`config.mk`:
```
export PLATFORM = sky130hd
export DESIGN_NAME = skew_read_sequencer
export DESIGN_NICKNAME = d
export VERILOG_FILES = /design/src/rtl/skew_read_sequencer.sv
export SDC_FILE = /design/constraint.sdc
export NUM_CORES = 1
export LEC_CHECK = 0
export CAP_MARGIN = 20
export CORE_MARGIN = 1.5
export CORE_UTILIZATION = 33
export DETAILED_ROUTE_END_ITERATION = 12
export MAX_ROUTING_LAYER = met4
export PLACE_DENSITY_LB_ADDON = 0.08
export SLEW_MARGIN = 30
export SYNTH_ARGS = -nofsm -noshare
export SYNTH_HDL_FRONTEND = slang
export SYNTH_SLANG_ARGS = --single-unit
```
`constraint.sdc`:
```
create_clock -name clk -period 8.31 [get_ports clk]
set_clock_uncertainty 0.1 [all_clocks]
set_input_delay 1.662 -clock clk [delete_from_list [all_inputs] [get_ports clk]]
set_output_delay 1.662 -clock clk [all_outputs]
set_load 0.01 [all_outputs]
```
`src/rtl/skew_read_sequencer.sv`:
```
// skew_read_sequencer: read-side sequencer for the per-lane memory array that
// feeds the systolic array. A lane-0 generator emits num_rows consecutive row
// addresses per start. A registered (en, addr) delay chain replays that
// sequence on lane i exactly i cycles later.
// Optional feature: define SKEW_READ_STRIDE_EN to add the addr_stride input.
// Without it the address step is fixed at 1.
module skew_read_sequencer #(
  parameter int unsigned width_height = 4
) (
  input  logic                        clk,
  input  logic                        reset,
  input  logic                        start,
  input  logic [7:0]                  base_addr,
  input  logic [7:0]                  num_rows,
`ifdef SKEW_READ_STRIDE_EN
  input  logic [7:0]                  addr_stride,
`endif
  input  logic                        stall,
  output logic [width_height-1:0]     rd_en,
  output logic [width_height*8-1:0]   rd_addr,
  output logic                        busy,
  output logic                        done
);

  typedef enum logic [1:0] {
    S_IDLE,
    S_RUN,
    S_DRAIN,
    S_DONE
  } state_t;

  // DRAIN lasts width_height-1 cycles, counted down to zero.
  localparam logic [7:0] DRAIN_INIT = (width_height > 1) ? 8'(width_height - 2) : '0;

  state_t                          state_q, state_d;
  logic [7:0]                      cnt_q, cnt_d;
  logic [7:0]                      drain_q, drain_d;
  logic [width_height-1:0]         en_q, en_d;
  logic [width_height-1:0][7:0]    addr_q, addr_d;
  logic [7:0]                      stride_w;
  logic                            active;

`ifdef SKEW_READ_STRIDE_EN
  logic [7:0]                      stride_q, stride_d;
  assign stride_w = stride_q;
`else
  assign stride_w = 8'd1;
`endif

  assign active = (state_q == S_RUN) || (state_q == S_DRAIN);

  // Next-state, lane-0 generator and delay-chain shift; everything holds while stalled in a burst
  always_comb begin
    state_d  = state_q;
    cnt_d    = cnt_q;
    drain_d  = drain_q;
    en_d     = en_q;
    addr_d   = addr_q;
`ifdef SKEW_READ_STRIDE_EN
    stride_d = stride_q;
`endif

    if (!(active && stall)) begin
      for (int unsigned i = 1; i < width_height; i++) begin
        en_d[i]   = en_q[i-1];
        addr_d[i] = addr_q[i-1];
      end
    end

    case (state_q)
      S_IDLE: begin
        en_d[0] = 1'b0;
        if (start) begin
          if (num_rows != 8'd0) begin
            state_d   = S_RUN;
            en_d[0]   = 1'b1;
            addr_d[0] = base_addr;
            cnt_d     = num_rows - 8'd1;
`ifdef SKEW_READ_STRIDE_EN
            stride_d  = addr_stride;
`endif
          end else begin
            state_d = S_DONE;
          end
        end
      end
      S_RUN: begin
        if (!stall) begin
          if (cnt_q != 8'd0) begin
            addr_d[0] = addr_q[0] + stride_w;
            cnt_d     = cnt_q - 8'd1;
          end else begin
            en_d[0] = 1'b0;
            drain_d = DRAIN_INIT;
            state_d = (width_height == 1) ? S_DONE : S_DRAIN;
          end
        end
      end
      S_DRAIN: begin
        if (!stall) begin
          if (drain_q == 8'd0) begin
            state_d = S_DONE;
          end else begin
            drain_d = drain_q - 8'd1;
          end
        end
      end
      S_DONE: begin
        en_d[0] = 1'b0;
        state_d = S_IDLE;
      end
      default: begin
        state_d = S_IDLE;
      end
    endcase
  end

  // State, counters and delay-chain registers with asynchronous reset
  always_ff @(posedge clk or posedge reset) begin
    if (reset) begin
      state_q  <= S_IDLE;
      cnt_q    <= '0;
      drain_q  <= '0;
      en_q     <= '0;
      addr_q   <= '0;
`ifdef SKEW_READ_STRIDE_EN
      stride_q <= '0;
`endif
    end else begin
      state_q  <= state_d;
      cnt_q    <= cnt_d;
      drain_q  <= drain_d;
      en_q     <= en_d;
      addr_q   <= addr_d;
`ifdef SKEW_READ_STRIDE_EN
      stride_q <= stride_d;
`endif
    end
  end

  // Stall masks enables combinationally; the chain itself is frozen by the hold above
  always_comb begin
    rd_en = '0;
    if (active) begin
      rd_en = en_q & ~{width_height{stall}};
    end
  end

  assign rd_addr = addr_q;
  assign busy    = active;
  assign done    = (state_q == S_DONE);

endmodule

```
Yosys cells after proc, flatten, opt, wreduce, memory -nomap -nowiden
Cells that the tools add are included.
- flip-flop bits (word level): 54
- input bits: 20
- output and inout bits: 38
- logic and storage cells: 67
- add/subtract/negate cells: 4
- equal/unequal tests: 11
- multiplexer cells: 28
- bitwise gates (word level): 2
- reductions and logical operators: 13
- operators by type and width (operator ; number):
    two-way mux 8 bit ; 12
    one-hot mux 8 bit (2 select lines) ; 3
    subtractor 8 x 1 -> 8 bit (second input constant) ; 3
    nonzero test 8 bit ; 2
    AND reduction 5 bit ; 3
    two-way mux 2 bit ; 6
    inequality test 2 bit (second input constant) ; 6
    adder 8 x 1 -> 8 bit (second input constant) ; 1
    zero test 8 bit ; 1
    one-hot mux 2 bit (4 select lines) ; 1
    bitwise AND 4 bit ; 1
    == test 2 bit (second input constant) ; 2
    two-way mux 1 bit ; 4
    two-way mux 4 bit ; 1
    inequality test 2 x 1 -> 1 bit (second input constant) ; 2
    inverter 4 bit ; 1
    nonzero test 2 bit ; 2
    one-hot mux 1 bit (3 select lines) ; 1
    AND reduction 3 bit ; 1
    nonzero test 3 bit ; 1
    == test 2 x 1 -> 1 bit (second input constant) ; 1
    zero test 2 bit ; 1
    logical AND 1 bit ; 1
    logical OR 1 bit ; 1

Longest topological paths before layout
Gate-level depths: netlist of run 1.
- word-level depth: 4
- depth in mapped cells: 11
- mapped depth without buffers: 8

Worst setup path after synthesis of run 1
Ideal clock, no wire load.
- kind: input to output
- start point: input stall
- end point: output rd_en[0]
- data arrival time: 2220 ps
- data required time: 6548 ps
- path slack: 4328 ps
- stages on the path: 3
- path buffers: 1
- cells stage by stage: clkbuf_1 > nor2b_1 > and2_1
- longest elaborated chain between the ends: 3
- RTL lines (element ; line ; RTL):
    from (decl) ; 18 ; input logic stall,
    inverter 4 bit ; 145 ; rd_en = en_q & ~{width_height{stall}};
    bitwise AND 4 bit ; 145 ;
    two-way mux 4 bit ; 144 ; if (active) begin
    to (decl) ; 19 ; output logic [width_height-1:0] rd_en,
No other way between the ends.

Final worst setup path of run 1
- start point: input stall
- end point: output rd_en[2]
The elaborated chain is that of the path after synthesis.

==> metrics.yaml, run 1 <==
status: "finished, final reports clean"
clk_latency_ns: 0.31
worstPathArrival_ns: 3.18
hold_viol_final: 0
p_sw_mw: 0.596
fin_nets: 365
synth-simple-area-share: 0.164
fmax_ghz: 0.202
avgSynthCellArea_um2: 10.6
crit_required_ns: 6.55
post_cts_buffers: 0
insertedDiodeCount: 0
worst_slack_ns: 3.36
synth_area_leaders: "dfrtp_1, mux2_2, ha_1"
max_cap_viol_count: 0
postLayoutCellArea_um2: 3730
ir_worst_vdd_uv: 116
pre_cts_ws_ns: 3.36
synthAdderAreaFrac: 0.0419
die_height_um: 98.2
fin_tns_setup_ns: 0
final-setup-viol-count: 0
cp_slowest_cell: "clkdlybuf4s50_1"
syn_area_um2: 2990
routed_via_density: 5.16
power.internal_mw: 0.864
synth_nets: 311
clk_pin_slew_ns: 0.10
p_leak_nw: 1.49
dr.pass1.iters: 4
p_clk_frac: 0.102
grt_pass1_vias: 2276
port_buffers: 57
rsz0062_at_grt: "no"
slew-limit-headroom: 0.495
root_buffer: "clkbuf_8"
syn_inst: 281
yosysUniqueCellTypes: 55
crit_path_end_kind: "output port"
synth_xor_area_frac: 0.0117
ios: 58
yosysWarnings: 0
start_util: 0.341
finish.utilization: 0.425
swShare: 0.408
drv_slew: 0
h-tree-depth: 2
drtIter0Drc: 49
cts-resized-gates: 0
power_frac_seq: 0.347
fin_crit_ns: 4.95
critPathKind: "primary input to output port"
grt_max_degree: 55
grt_first_pass_wirelength_mm: 11.6
synth_compound_area_frac: 0.162
die_w_um: 98.2
cts_tree: "built"
cts.sinks: 54
wirelength_mm: 6.67
cp_cell_sequence: "clkdlybuf4s50_1 > nor2b_1 > and2_1 > clkdlybuf4s50_1"
placed_area_um2: 3650
synth_enable_flop_cells: 0
vias: 2288
globalRoute.totalOverflow: 0
synth_commonest_cells: "dfrtp_1, nand2_1, mux2_2"
period_share: 0.595
synth_top_area_share: 0.452
cts_buffers: 5
gp_congestion: 0.750
area_delta_synth_final_pct: 24.8
yosys.cell_count.top_type: "dfrtp_1"
yosys.area.top_type: "dfrtp_1"
path_max_fanout: 8
drc: 0
combPwrFrac: 0.551
wl_per_cell_um: 15.0
die-area_um2: 9630
core-area_um2: 8760
critPathLaunchType: "primary input"
synth_ff_type: "dfrtp_1"
grt.total_usage: 0.150
drtAntennaViolNets: 0
layout-drive-gt1-share: 0.158
ctsHoldBuffers: 0
min_path_type: "register to register"
row_count: 34
synthMuxAreaShare: 0.132
synth_top_family_by_area: "simple AND/OR/NAND/NOR gates"
ys_seq_area_frac: 0.452
clockBufferDepth: 2
antenna_found_initial: 0
tightest_slew_ns: 0.757
p_per_area_nw_per_um2: 392
dp_hpwl_mm: 4.80
path_common_cell: "clkdlybuf4s50_1"
postSynth.asyncResetShare: 1.00
max_stage_delay_ns: 0.58
ys_seq_elements: 54
-- kinds of logic (layout without fill, tap and decap cells) --
group,Yosys count,count (layout)
AO/OA/AOI/OAI,63,63
XOR/XNOR,4,4
adder cells (fa/ha/maj),10,10
buffers and inverters,23,77
flip-flops,54,54
multiplexers,36,36
AND/OR/NAND/NOR,91,91
-- worst paths after layout --
| kind | slack, ns | from | cells after the start | end |
|---|---|---|---|---|
| worst max-delay path | 3.36 | stall | 4 | rd_en[2] |
| worst min-delay path | 0.41 | rd_addr[30] | 1 | rd_addr[30] |
| min in group asynchronous | 1.75 | reset | 3 | rd_addr[24] |
| worst max register to register | 5.16 | state_q[1] | 8 | cnt_q[2] |
| worst min register to register | 0.41 | rd_addr[30] | 1 | rd_addr[30] |
| max in group asynchronous | 5.90 | reset | 3 | cnt_q[3] |
-- worst max-delay path, delay by kind of cell --
family / cells / cell delay, ns
buffers and inverters: 2 / 1.11
AND/OR/NAND/NOR: 2 / 0.40
-- routing by layer --
metal | vias up | wire length (um) | GRT usage
li1 | 1126 | - | -
met1 | 1125 | 3380 | 0.212
met2 | 32 | 3050 | 0.227
met3 | 5 | 185 | 0.0229
met4 | 0 | 51 | 0.0368
met5 | - | 0 | -
-- stage by stage --
| stage | instances | power (mW) | hold WS (ns) |
|---|---|---|---|
| floorplan | 281 | 1.03 | 0.372 |
| global placement | 436 | 1.32 | 0.390 |
| detailed placement | 436 | 1.33 | 0.394 |
| CTS | 443 | 1.49 | 0.418 |
| global route | 443 | 1.59 | 0.439 |
| finish | 443 | 1.46 | 0.413 |
-- final cells by class --
type	count	area, um^2
fill	864	5030
inverter	11	41.3
tap	108	135
clock inverter	2	13.8
multi-input combinational	204	1530
clock buffer	5	68.8
timing repair buffer	59	586
sequential	54	1350
-- sequential cells by signal, indices dropped and copies added, names as in the netlist --
signal,flops
cnt_q,8
drain_q,8
en_q,4
rd_addr,32
state_q,2
-- cell usage in the layout, fill, tap and decap left out, types with 2 or more instances in the layout --
cell type,count
a31oi_1,2
nor2b_1,2
nand2b_1,2
buf_4,2
mux2i_1,9
a21o_1,2
o22ai_1,2
mux2_2,27
inv_1,9
nand3_1,8
a21oi_1,21
dfrtp_1,54
ha_1,10
and2_1,6
nand2_1,28
nand3b_1,8
and3_1,2
clkbuf_8,5
nor2_1,12
o221ai_2,5
inv_2,2
nor4_1,2
nor3_1,8
xnor2_1,4
a41oi_1,2
o21ai_0,12
o21ai_1,3
clkdlybuf4s50_1,57
nor3b_1,2
-- power groups by stage --
stage | registers [mW] | logic, mW | clock network, mW
after global routing | 0.533 | 0.891 | 0.166
after floorplan | 0.522 | 0.504 | 0
after CTS | 0.510 | 0.819 | 0.157
after detailed placement | 0.517 | 0.817 | 0
after global placement | 0.512 | 0.808 | 0
final | 0.507 | 0.805 | 0.148
Note: power is estimated with default switching activity, not from simulation.
==> run 2: changes to the inputs <==
Clock period 8.31 ns to 5.1 ns, I/O delays scaled along.
==> run 2 against run 1 <==
  * Worst setup slack got worse by 1.9 ns
  * Non-clock buffer count unchanged
  * Final area did not move
  * Highest routed layer unchanged
==> metrics.yaml, run 2 (same netlist as run 1, synthesis figures left out) <==
die_w_um: 98.2  # unchanged
insertedDiodeCount: 0  # unchanged
crit_required_ns: 3.98  # -2.57 ns
ios: 58  # unchanged
worstPathArrival_ns: 2.55  # -0.63 ns
root_buffer: "clkbuf_8"
status: "finished, final reports clean"
cts_buffers: 5  # unchanged
holdWs_ns: 0.407  # -0.00633 ns
area_delta_synth_final_pct: 24.8  # unchanged
h-tree-depth: 2  # unchanged
grt.total_usage: 0.148  # -0.00200
post_cts_buffers: 0  # unchanged
antenna_found_initial: 0  # unchanged
placed_area_um2: 3650  # unchanged
clk_pin_slew_ns: 0.10  # about the same
cts.sinks: 54  # unchanged
path_max_fanout: 8  # unchanged
worst_slack_ns: 1.43  # -1.94 ns
clk_latency_ns: 0.31  # about the same
row_count: 34  # unchanged
max_cap_viol_count: 0  # unchanged
fin_nets: 365  # unchanged
dr.pass1.iters: 4  # unchanged
min_path_type: "register to register"
start_util: 0.341  # unchanged
gp_congestion: 0.757  # +0.92%
slew-limit-headroom: 0.502  # +0.00722
grt_pass1_vias: 2266  # -0.44%
layout_commonest_cell: "clkdlybuf4s50_1"
largest_reg_flops: 32  # unchanged
layout_common_cells: "clkdlybuf4s50_1, dfrtp_1, nand2_1"
layout-drive-gt1-share: 0.158  # unchanged
die_height_um: 98.2  # unchanged
fmax_ghz: 0.272
die-area_um2: 9630  # unchanged
final-setup-viol-count: 0  # unchanged
core-area_um2: 8760  # unchanged
finish.utilization: 0.425  # unchanged
ctsHoldBuffers: 0  # unchanged
wl_per_cell_um: 15.1  # +0.26%
clockBufferDepth: 2  # unchanged
ir_worst_vdd_uv: 203  # +75%
p_leak_nw: 1.49  # unchanged
vias: 2270  # -0.79%
grt_first_pass_wirelength_mm: 11.4  # -1.2%
fin_crit_ns: 3.67
critPathLaunchType: "primary input"
pre_cts_ws_ns: 1.43  # -1.94 ns
p_per_area_nw_per_um2: 639  # +63%
grt_max_degree: 35  # -36%
postLayoutCellArea_um2: 3730  # unchanged
routed_via_density: 5.12  # -0.79%
rsz0062_at_grt: "no"
tightest_slew_ns: 0.746  # -0.0108 ns
drv_slew: 0  # unchanged
crit_path_end_kind: "output port"
fin_tns_setup_ns: 0  # unchanged
critPathKind: "primary input to output port"
drc: 0  # unchanged
cts-resized-gates: 0  # unchanged
hold_viol_final: 0  # unchanged
dp_hpwl_mm: 4.85  # +1.1%
globalRoute.totalOverflow: 0  # unchanged
period_share: 0.720
drtIter0Drc: 66  # +35%
cts_tree: "built"
wirelength_mm: 6.68  # +0.26%
port_buffers: 57  # unchanged
drtAntennaViolNets: 0  # unchanged
[run 2: cell counts in the layout (fill, tap and decap cells not counted)]
Identical to the previous run, type by type.
[run 2: area by class of cell]
cell class                      instances  area (um^2)
Fill cell                             856         5030
Multi-Input combinational cell        204         1530
Sequential cell                        54         1350
Inverter                               11         41.3
Tap cell                              108          135
Clock buffer                            5         68.8
Clock inverter                          2         13.8
Timing Repair Buffer                   59          586
[run 2: worst paths after layout]
path | startpoint | to | slack, ns | cells after the start
hold reg to reg | en_q[3] | en_q[3] | 0.41 | 1
min in group asynchronous | reset | rd_addr[30] | 0.93 | 2
setup / recovery | stall | rd_en[1] | 1.43 | 4
hold / removal | en_q[3] | en_q[3] | 0.41 | 1
max in group asynchronous | reset | rd_addr[28] | 3.16 | 3
setup reg to reg | state_q[1] | cnt_q[5] | 2.11 | 7
[run 2: per-stage QoR]
step	total power [mW]	instances
finish	2.38	443
global route	2.59	443
CTS	2.42	443
detailed placement	2.17	436
global placement	2.15	436
floorplan	1.67	281
[run 2: per-layer routing]
metal | vias to the layer above | track usage | part of all wire
met5 | - | - | 0
met3 | 5 | 0.0215 | 0.025
met1 | 1096 | 0.205 | 0.52
met4 | 0 | 0.0325 | 0.0072
li1 | 1130 | - | -
met2 | 39 | 0.232 | 0.45
[run 2: critical path: stages]
cell and delay [ns]:
clkdlybuf4s50_1 0.59, nor2b_1 0.26, and2_1 0.15, clkdlybuf4s50_1 0.53
[run 2: power by group]
part	internal, mW	leakage, nW	switching (mW)
Combinational	0.677	0.804	0.639
Sequential	0.637	0.640	0.188
Clock	0.0955	0.0444	0.147
Total	1.41	1.49	0.973
